$ cat src/rtl/edge_packer.sv
// ============================================================================
//  Module   : edge_packer
//  Purpose  : Output stage behind the hysteresis stage. It packs the serial
//             edge bit stream into WORD_W-bit words, with the first pixel in
//             bit 0. It buffers the words in a small FIFO and presents them
//             to the host on a valid/ready interface. It also counts pixels
//             per frame and pulses frame_done once every word of the frame
//             has been accepted.
//  Revision : 1.0 - initial release
// ----------------------------------------------------------------------------
//  Ports
//    clk        in   1       system clock, rising edge
//    reset      in   1       synchronous, active-high reset
//    edge_in    in   1       edge decision bit
//    edge_valid in   1       strobe; edge_in is sampled when high
//    out_data   out  WORD_W  packed edge word (first pixel in bit 0)
//    out_valid  out  1       out_data holds a valid word
//    out_ready  in   1       host accepts when out_valid && out_ready
//    frame_done out  1       one-cycle pulse after the frame is drained
//    overflow   out  1       sticky error flag, cleared only by reset
//    pix_count  out  9       pixels sampled so far in the current frame
// ============================================================================
`default_nettype none

module edge_packer #(
    parameter int WORD_W     = 8,
    parameter int FRAME_PIX  = 400,
    parameter int FIFO_DEPTH = 4
) (
    input  logic              clk,
    input  logic              reset,
    input  logic              edge_in,
    input  logic              edge_valid,
    output logic [WORD_W-1:0] out_data,
    output logic              out_valid,
    input  logic              out_ready,
    output logic              frame_done,
    output logic              overflow,
    output logic [8:0]        pix_count
);

    // ------------------------------------------------------------------------
    // Constants
    // ------------------------------------------------------------------------
    localparam int BW = (WORD_W > 1) ? $clog2(WORD_W) : 1;
    localparam int AW = (FIFO_DEPTH > 1) ? $clog2(FIFO_DEPTH) : 1;

    localparam logic [BW-1:0] c_last_bit = BW'(WORD_W - 1);
    localparam logic [BW-1:0] c_bit_one  = BW'(1);
    localparam logic [8:0]    c_last_pix = 9'(FRAME_PIX - 1);
    localparam logic [AW:0]   c_ptr_one  = (AW + 1)'(1);

    // ------------------------------------------------------------------------
    // Frame state machine
    // ------------------------------------------------------------------------
    typedef enum logic [1:0] {
        ST_COLLECT = 2'd0,
        ST_DRAIN   = 2'd1,
        ST_DONE    = 2'd2
    } state_t;

    state_t r_state;
    state_t w_state_nxt;

    // ------------------------------------------------------------------------
    // Datapath registers
    // ------------------------------------------------------------------------
    logic [WORD_W-1:0] r_shift;
    logic [BW-1:0]     r_bit_cnt;
    logic [8:0]        r_pix;
    logic              r_overflow;

    logic [WORD_W-1:0] r_mem [FIFO_DEPTH];
    // One extra pointer bit tells a full FIFO apart from an empty one.
    logic [AW:0]       r_wr_ptr;
    logic [AW:0]       r_rd_ptr;

    // ------------------------------------------------------------------------
    // Combinational wires
    // ------------------------------------------------------------------------
    logic              w_sample;     // accept the incoming bit this cycle
    logic              w_drop_in;    // incoming bit arrives outside COLLECT
    logic              w_done;       // frame_done pulse
    logic              w_last_pix;   // the bit being sampled ends the frame
    logic              w_push;       // a word completes this cycle
    logic              w_pop;        // host handshake this cycle
    logic              w_empty;
    logic              w_full;
    logic              w_wr_en;      // completed word is stored
    logic              w_push_drop;  // completed word lost to a full FIFO
    logic [WORD_W-1:0] w_word;       // shift register with the new bit merged

    // ------------------------------------------------------------------------
    // FIFO status
    // ------------------------------------------------------------------------
    always_comb begin
        w_empty = (r_wr_ptr == r_rd_ptr);
        w_full  = (r_wr_ptr[AW] != r_rd_ptr[AW]) &&
                  (r_wr_ptr[AW-1:0] == r_rd_ptr[AW-1:0]);
    end

    // ------------------------------------------------------------------------
    // State register
    // ------------------------------------------------------------------------
    always_ff @(posedge clk) begin
        if (reset) begin
            r_state <= ST_COLLECT;
        end else begin
            r_state <= w_state_nxt;
        end
    end

    // ------------------------------------------------------------------------
    // Next-state and control decode
    // ------------------------------------------------------------------------
    always_comb begin
        w_state_nxt = r_state;
        w_sample    = 1'b0;
        w_drop_in   = 1'b0;
        w_done      = 1'b0;
        case (r_state)
            ST_COLLECT: begin
                w_sample = edge_valid;
                if (edge_valid && (r_pix == c_last_pix)) begin
                    w_state_nxt = ST_DRAIN;
                end
            end
            ST_DRAIN: begin
                // The frame is finished only once the host has taken the
                // last word. A bit arriving now has no frame to belong to.
                w_drop_in = edge_valid;
                if (w_empty) begin
                    w_state_nxt = ST_DONE;
                end
            end
            ST_DONE: begin
                w_drop_in   = edge_valid;
                w_done      = 1'b1;
                w_state_nxt = ST_COLLECT;
            end
            default: begin
                w_state_nxt = ST_COLLECT;
            end
        endcase
    end

    // ------------------------------------------------------------------------
    // Packing decode
    // ------------------------------------------------------------------------
    always_comb begin
        w_word = r_shift;
        for (int i = 0; i < WORD_W; i++) begin
            if (BW'(i) == r_bit_cnt) begin
                w_word[i] = edge_in;
            end
        end
        w_last_pix = (r_pix == c_last_pix);
        // The shift register is cleared after every word. A short final
        // word therefore comes out zero-padded in its upper bits.
        w_push      = w_sample && ((r_bit_cnt == c_last_bit) || w_last_pix);
        w_pop       = !w_empty && out_ready;
        // When the FIFO is full, a same-cycle pop frees the slot that is
        // being written. The head word is read out before the clock edge.
        w_wr_en     = w_push && (!w_full || w_pop);
        w_push_drop = w_push && w_full && !w_pop;
    end

    // ------------------------------------------------------------------------
    // Packer, pixel counter, FIFO storage and sticky error
    // ------------------------------------------------------------------------
    always_ff @(posedge clk) begin
        if (reset) begin
            r_shift    <= '0;
            r_bit_cnt  <= '0;
            r_pix      <= '0;
            r_overflow <= 1'b0;
            r_wr_ptr   <= '0;
            r_rd_ptr   <= '0;
            for (int i = 0; i < FIFO_DEPTH; i++) begin
                r_mem[i] <= '0;
            end
        end else begin
            if (w_sample) begin
                // Counters advance even when the word is dropped, so the
                // frame stays aligned.
                if (w_push) begin
                    r_shift   <= '0;
                    r_bit_cnt <= '0;
                end else begin
                    r_shift   <= w_word;
                    r_bit_cnt <= r_bit_cnt + c_bit_one;
                end
                r_pix <= w_last_pix ? 9'd0 : (r_pix + 9'd1);
            end

            if (w_wr_en) begin
                r_mem[r_wr_ptr[AW-1:0]] <= w_word;
                r_wr_ptr                <= r_wr_ptr + c_ptr_one;
            end

            if (w_pop) begin
                r_rd_ptr <= r_rd_ptr + c_ptr_one;
            end

            if (w_drop_in || w_push_drop) begin
                r_overflow <= 1'b1;
            end
        end
    end

    // ------------------------------------------------------------------------
    // Outputs
    // ------------------------------------------------------------------------
    // The head entry is only rewritten once it has been popped. out_data
    // therefore holds steady while the host stalls.
    assign out_data   = r_mem[r_rd_ptr[AW-1:0]];
    assign out_valid  = !w_empty;
    assign frame_done = w_done;
    assign overflow   = r_overflow;
    assign pix_count  = r_pix;

endmodule

`default_nettype wire

$ cat config.mk
export PLATFORM = sky130hd
export DESIGN_NAME = edge_packer
export DESIGN_NICKNAME = d
export VERILOG_FILES = /design/src/rtl/edge_packer.sv
export SDC_FILE = /design/constraint.sdc
export NUM_CORES = 1
export LEC_CHECK = 0
export BUFFER_PORTS_ARGS = -buffer_cell sky130_fd_sc_hd__buf_2
export CAP_MARGIN = 15
export CORE_UTILIZATION = 63
export CTS_CLUSTER_DIAMETER = 60
export CTS_CLUSTER_SIZE = 25
export DETAILED_ROUTE_END_ITERATION = 16
export PLACE_DENSITY = 0.8
export SETUP_SLACK_MARGIN = 0.1
export SYNTH_ARGS = -nofsm -noshare
export SYNTH_HDL_FRONTEND = slang
export SYNTH_SLANG_ARGS = --single-unit
$ cat constraint.sdc
create_clock -name clk -period 6.4 [get_ports clk]
set_input_delay 1.28 -clock clk [delete_from_list [all_inputs] [get_ports clk]]
set_output_delay 1.28 -clock clk [all_outputs]
set_load 0.005 [all_outputs]
# Word level (Yosys, flattened, before mapping)
# Memories as Yosys holds them, arrays and structs flattened. A register that Yosys moved wholly into a read port is not among the register bits.
# Cells that the tools add are included.
# W data, S select, Z words.
# word_totals
regBits	29
latch_bits	0
ramBits	32
rom_bits	0
inputBits	5
output_inout_bits	20
elab_cells	73
n_memories	1
# classes
n_addsub	4
multipliers	0
div	0
n_lt_le_gt_ge	0
eq_ne	16
shifts	0
mux	27
bitwise_logic	0
reduce_logical	18
# memory_table
name	depth	word_bits	read_ports	rd_ports_with_merged_regs	write_ports	line	text
r_mem	4	8	1	1	4	73	logic [WORD_W-1:0] r_mem [FIFO_DEPTH];
# op_table
cell	count
$mux W1	17
$mux W8	2
$eq A3 B3 Y1 const A	4
$mux W2	5
$add A3 B1 Y3 const B	3
$add A9 B1 Y9 const B	1
$eq A9 B9 Y1 const B	1
$mux W9	1
$reduce_or A8 Y1	1
$logic_and A1 B1 Y1	7
$eq A2 B3 Y1 const A	2
$ne A2 B2 Y1 const B	2
$pmux W2 S2	1
$eq A1 B3 Y1 const A	1
$eq A3 B3 Y1	1
$eq A3 B3 Y1 const B	1
$logic_not A1 Y1	3
$logic_not A3 Y1	1
$logic_or A1 B1 Y1	3
$mux W3	1
$eq A2 B1 Y1 const B	1
$eq A2 B2 Y1	1
$eq A2 B2 Y1 const B	1
$logic_not A2 Y1	1
3 further kinds	3

# Longest topological paths before layout
# Gate-level depths: netlist of the first run.
# logic_depth
ltp_word	10
ltp_mapped	7
depth_no_buf	6

# Worst setup path before layout of the first run
# Ideal clock, no wire load.
# synth_timing
path_type	in2reg
startpoint	input port out_ready
endpoint	memory r_mem[1][0], enable pin
setup_ps	356
t_arrival_ps	2509
required_time_ps	6044
setup_slack_ps	3535
path_stages	5
n_path_buf	2
path_cell_list	or4b_1 -> buf_2 -> nand3_1 -> buf_4 -> o21ai_0
# synth_lines
item	line	text
start, declared	36	input logic out_ready,
end, declared	73	

==> results of run 1 <==
[metrics by stage]
stage,std cells,power (mW),setup WS (ps),utilization
floorplan,271,0.5966,3535,-
global placement,335,0.6388,2817,0.7002
detailed placement,335,0.6414,2719,0.7002
CTS,351,0.9568,3069,0.7407
global route,352,0.9987,2930,0.7418
finish,352,0.9534,3155,0.7418
[metal layers]
metal | up-vias | wire length, um
met3 | 8 | 175
met1 | 939 | 2573
met2 | 49 | 2600
met4 | 0 | 90
li1 | 1008 | -
met5 | - | 0
[flip-flops by register name, indices dropped and copies added (netlist names), named ones only]
name	flops
r_mem	32
r_bit_cnt	3
r_wr_ptr	3
pix_count	9
r_shift	8
overflow	1
r_state	2
r_rd_ptr	3
[power by group through the flow]
stage / Combinational [mW] / Clock (mW) / Sequential [mW]
after floorplan: 0.125 / 0 / 0.472
after global placement: 0.164 / 0 / 0.475
after detailed placement: 0.166 / 0 / 0.476
after CTS: 0.167 / 0.323 / 0.467
after global routing: 0.190 / 0.339 / 0.470
final: 0.168 / 0.318 / 0.467
[layout make-up]
class	instances	area share
Timing Repair Buffer	26	0.04023
Clock inverter	5	0.01480
Clock buffer	11	0.03985
Sequential cell	63	0.4797
Multi-Input combinational cell	183	0.3920
Inverter	12	0.01366
Tap cell	52	0.01973
[cell families (layout without fill, tap and decap cells)]
family,Yosys count,count (layout)
flip-flops,63,63
XOR/XNOR,13,13
buffers and inverters,25,54
adder cells (fa/ha/maj),13,13
AO/OA/AOI/OAI,31,31
AND/OR/NAND/NOR,107,107
multiplexers,19,19
[critical path, cell delays in order]
cell     delay, ps
buf_2          120
and2_1         390
nand3_1        410
o21ai_0        990
[layout by cell type, fill, tap and decap left out, drive strengths merged, types with 2 or more instances in the layout]
| cell type | n |
|---|---|
| a21oi | 11 |
| a22oi | 4 |
| a311oi | 2 |
| a31o | 3 |
| and3 | 2 |
| buf | 26 |
| clkbuf | 11 |
| clkinv | 4 |
| dfxtp | 31 |
| edfxtp | 32 |
| ha | 13 |
| inv | 12 |
| mux2i | 10 |
| mux4 | 8 |
| nand2 | 21 |
| nand2b | 8 |
| nand3 | 4 |
| nand4 | 5 |
| nor2 | 45 |
| nor2b | 4 |
| nor3 | 11 |
| o21ai | 4 |
| o31ai | 3 |
| xnor2 | 6 |
| xor2 | 7 |
[path summary, 6_finish.rpt]
path / slack (ps) / to / startpoint / depth (start not counted)
max reg2reg: 3540 / r_mem[3][6] / pix_count[1] / 5
min: 460 / r_shift[2] / r_shift[2] / 2
max: 3160 / r_mem[3][6] / edge_valid / 4
min reg2reg: 460 / r_shift[2] / r_shift[2] / 2
==> qor.yml, run 1 <==
status:
  outcome: "finished, violations left"
  violations: "design-rule violations"
cts:
  cts_hold_buf: 0
  cts.htree.levels: 3
  cts_buffers: 9
  clock_latency_ps: 330
  cts_setup_buffers: 0
  ctsResizeCount: 0
  cts.sinks: 63
  cts_tree: "built"
  clk_pin_slew_ps: 60
  clk_path_buf_depth: 2
  cts_root_buf: "clkbuf_8"
run:
  drv_cap: 0
pwr:
  p_leak_nw: 1.292
  p_int_uw: 689.8
  clkPwrFrac: 0.334
  seqPwrFrac: 0.490
  power.density_nw_per_um2: 289.2
  swShare: 0.2765
  pwr-share-comb: 0.176
  p_sw_uw: 263.6
  ir_drop_v: 0.0002583
timing:
  min_period_ps: 3245
  timing.hold.ws_ps: 461.7
  period_share: 0.5070
  max_freq_mhz: 308.2
  hold_viol: 0
  rsz0062_at_grt: "no"
  final_max_slew_viol_count: 0
  max-slew-margin-rel: 0.2585
  worstMarginPinSlew_ps: 1101
  clock-skew-final_ps: 7.432
  finalSetupTns_ps: 0
  setup_viol: 0
floorplanning:
  core_sq_um: 4444
  chipWidth_um: 70.74
  die_height_um: 70.74
  die_area_sq_um: 5003
  rows: 24
  pin_count: 25
  initial_utilization: 0.6698
synth:
  synth_xor_xnor_area_share: 0.04077
  synth_mux_area_frac: 0.09920
  synthTopCellsByArea: "edfxtp_1, dfxtp_1, mux4_2"
  synth_warnings: 0
  syn_nets: 289
  synth_commonest_cells: "nor2_1, edfxtp_1, dfxtp_1"
  synth_top_area_share: 0.3228
  synth_edf_count: 32
  yosysUniqueCellTypes: 41
  async_flop_share: 0
  synth-seq-area-share: 0.5313
  synthSimpleGateAreaFrac: 0.1694
  synth_top_family_by_area: "simple AND/OR/NAND/NOR gates"
  synth_ff_type: "edfxtp_1"
  netlist_area_sq_um: 2977
  synth_fa_ha_area_frac: 0.05464
  synth_compound_area_frac: 0.07020
  yosys.area.top_type: "edfxtp_1"
  synth_most_common_cell: "nor2_1"
  synth-seq-cells: 63
  netlist_instances: 271
  avgSynthCellArea_sq_um: 10.98
place:
  dpl_cell_area_sq_um: 3112
  dp_hpwl_mm: 3.819
  gp_congestion: 0.8098
  port_buffers: 24
finish:
  area_growth_pct: 10.76
  fillers: 301
  n_antenna_cell: 0
  seqCellArea_sq_um: 1582
  layout.nets: 313
  drive_above_1_share: 0.1800
  multi_input_area_sq_um: 1292
  final_area_sq_um: 3297
worst_hold_path:
  holdCritPathClass: "reg2reg"
global_routing:
  grt_use_met2: 0.3686
  grt_pass1_wl_mm: 8.832
  grtUsageMet1: 0.3121
  grt_pass1_vias: 1859
  use_met3: 0.04701
  antenna_found_initial: 0
  grt_util_all_layers: 0.2335
  grt_overflow_total: 0
  grt_max_degree: 36
  busiest_layer: "met2"
route:
  viasPerCell: 5.693
  dr_total_vias: 2004
  wl_mm: 5.439
  drt_pass1_iterations: 10
  postRouteAntennaNets: 0
  drt_iter0_drc: 166
  drc: 5
  wl_per_cell_um: 15.45
setup_path:
  end_kind: "flip-flop"
  worstPathRequired_ps: 6340
  criticalPathCategory: "in2reg"
  cp-start-kind: "input pin"
  crit_path_max_fanout: 13
  critical_path_arrival_ps: 3190
Power figures use the tool's default switching activity.
==> inputs of run 2 (changes only) <==
--- a/config.mk
+++ b/config.mk
@@ -7,11 +7,11 @@
 export LEC_CHECK = 0
 export BUFFER_PORTS_ARGS = -buffer_cell sky130_fd_sc_hd__buf_2
 export CAP_MARGIN = 15
-export CORE_UTILIZATION = 63
+export CORE_UTILIZATION = 59
 export CTS_CLUSTER_DIAMETER = 60
 export CTS_CLUSTER_SIZE = 25
 export DETAILED_ROUTE_END_ITERATION = 16
-export PLACE_DENSITY = 0.8
+export PLACE_DENSITY = 0.76
 export SETUP_SLACK_MARGIN = 0.1
 export SYNTH_ARGS = -nofsm -noshare
 export SYNTH_HDL_FRONTEND = slang
==> constraint.sdc (replaced) <==
create_clock -name clk -period 3.4 [get_ports clk]
set_input_delay 0.68 -clock clk [delete_from_list [all_inputs] [get_ports clk]]
set_output_delay 0.68 -clock clk [all_outputs]
set_load 0.005 [all_outputs]
==> run 2 against run 1 <==
Net effect: the run now ends clean; via count rose by 1.6%; first-iteration DRC count fell by 29%; die area up 6.6%; cell count is 5.1% higher; global-route usage fell by 0.24 points; wire length increased by 1.3%; highest routed layer unchanged; total power up 92%; hold slack worse by 7.1 ps; critical path type is now reg2reg; sequential power up 88%.
==> qor.yml, run 2 (synthesis gave the netlist of run 1 again) <==
finish:
  layout.nets: 316
  drive_above_1_share: 0.1947
  fillers: 375
  area_growth_pct: 12.40
  largest_reg_flops: 32
  final_cell_mix: "nor2_1, edfxtp_1, dfxtp_1"
  n_antenna_cell: 0
  final_area_sq_um: 3346
  post-route-util: 0.6991
  final_common_cell: "nor2_1"
  top_register: "r_mem"
run:
  drv_cap: 0
worst_hold_path:
  hold_end: "r_shift[2]"
  whs_path_depth: 2
  holdCritPathClass: "reg2reg"
  hp-start: "r_shift[2]"
pwr:
  p_int_mw: 1.306
  ir_drop_v: 0.0004908
  p_sw_uw: 525.9
  power.density_nw_per_um2: 547.4
  clkPwrFrac: 0.340
  seqPwrFrac: 0.481
  swShare: 0.2872
  pwr-share-comb: 0.179
  power_mw: 1.831
  p_leak_nw: 1.305
timing:
  rsz0062_at_grt: "no"
  clock-skew-final_ps: 7.284
  finalSetupTns_ps: 0
  hold_viol: 0
  timing.hold.ws_ps: 454.5
  worstMarginPinSlew_ps: 1097
  setup_viol: 0
  max_freq_mhz: 354.0
  final_max_slew_viol_count: 0
  min_period_ps: 2825
  max-slew-margin-rel: 0.2611
  period_share: 0.8308
place:
  dpl_cell_area_sq_um: 3153
  port_buffers: 24
  dp_hpwl_mm: 3.857
  gp_congestion: 0.8076
global_routing:
  grt_pass1_wl_mm: 8.935
  grt_max_degree: 36
  antenna_found_initial: 0
  grt_overflow_total: 0
  grt_util_all_layers: 0.2311
  grt_pass1_vias: 1857
cts:
  cts_tree: "built"
  cts_hold_buf: 0
  cts.htree.levels: 3
  cts_setup_buffers: 0
  clk_path_buf_depth: 2
  clk_pin_slew_ps: 70
  cts_root_buf: "clkbuf_8"
  ctsResizeCount: 0
  cts.sinks: 63
  clock_latency_ps: 330
  cts_buffers: 9
route:
  drt_pass1_iterations: 4
  drt_iter0_drc: 118
  wl_mm: 5.512
  dr_total_vias: 2036
  postRouteAntennaNets: 0
  viasPerCell: 5.503
  drc: 0
  wl_per_cell_um: 14.90
setup_path:
  end_kind: "flip-flop"
  r2r_start: "pix_count[0]"
  crit_path_max_fanout: 13
  rrSetupSlack_ps: 580
  reg2reg_to: "r_mem[2][0]"
  cp-start-kind: "flip-flop"
  critical_path_arrival_ps: 2780
  worstPathRequired_ps: 3350
  reg2regPathDepth: 5
  criticalPathCategory: "reg2reg"
floorplanning:
  die_height_um: 73.03
  core_sq_um: 4786
  chipWidth_um: 73.03
  die_area_sq_um: 5333
  rows: 25
  pin_count: 25
  initial_utilization: 0.6220
status:
  outcome: "finished clean"
## run 2: cell types whose count changed in the layout (fill, tap and decap cells not counted), sizes merged
cell	delta
clkinvlp	+2
clkbuf	-2
buf	+3
## run 2: area by class of cell
class                      instances  area (sq um)  share of cell area
sequential                        63          1582              0.4727
multi-input combinational        183          1292              0.3863
clock inverter                     7         63.81             0.01907
tap                               67         83.83             0.02506
clock buffer                       9         123.9             0.03702
inverter                          12         45.04             0.01346
timing repair buffer              29         155.1             0.04637
## run 2: power by group through the flow
stage	combinational [mW]	clock, mW	sequential, mW
2_1_floorplan	0.235	0	0.888
3_3_place_gp	0.326	0	0.893
3_5_place_dp	0.326	0	0.897
4_1_cts	0.329	0.631	0.880
5_1_grt	0.367	0.658	0.886
6_report	0.329	0.623	0.880
## run 2: metal layers
layer / wire [um] / up-vias / global-route usage
met5: 0 / - / 0
met4: 145 / 0 / 0.1264
met3: 205 / 12 / 0.04558
met2: 2634 / 50 / 0.3704
met1: 2527 / 960 / 0.2945
li1: - / 1014 / -
## run 2: worst max path at each step
stage | start | end | depth (start not counted)
2_1_floorplan | pix_count[4] | r_mem[1][0] | 5
3_3_place_gp | out_ready | r_mem[1][0] | 4
3_5_place_dp | out_ready | r_mem[1][5] | 4
4_1_cts | r_wr_ptr[1] | r_mem[1][5] | 4
5_1_grt | r_wr_ptr[1] | r_mem[2][4] | 4
6_report | pix_count[0] | r_mem[2][0] | 5
## run 2: critical path, cell delays in order (launching register included)
cell and delay, ps:
dfxtp_1 410, ha_1 210, and3_1 200, a31o_2 260, nand3_1 360, o21ai_0 990
## run 2: stage by stage
| step | instances | setup slack (ps) |
|---|---|---|
| after floorplan | 271 | 1057 |
| after global placement | 353 | 685.8 |
| after detailed placement | 353 | 573.1 |
| after CTS | 369 | 571.0 |
| after global routing | 370 | 357.6 |
| final | 370 | 575.1 |
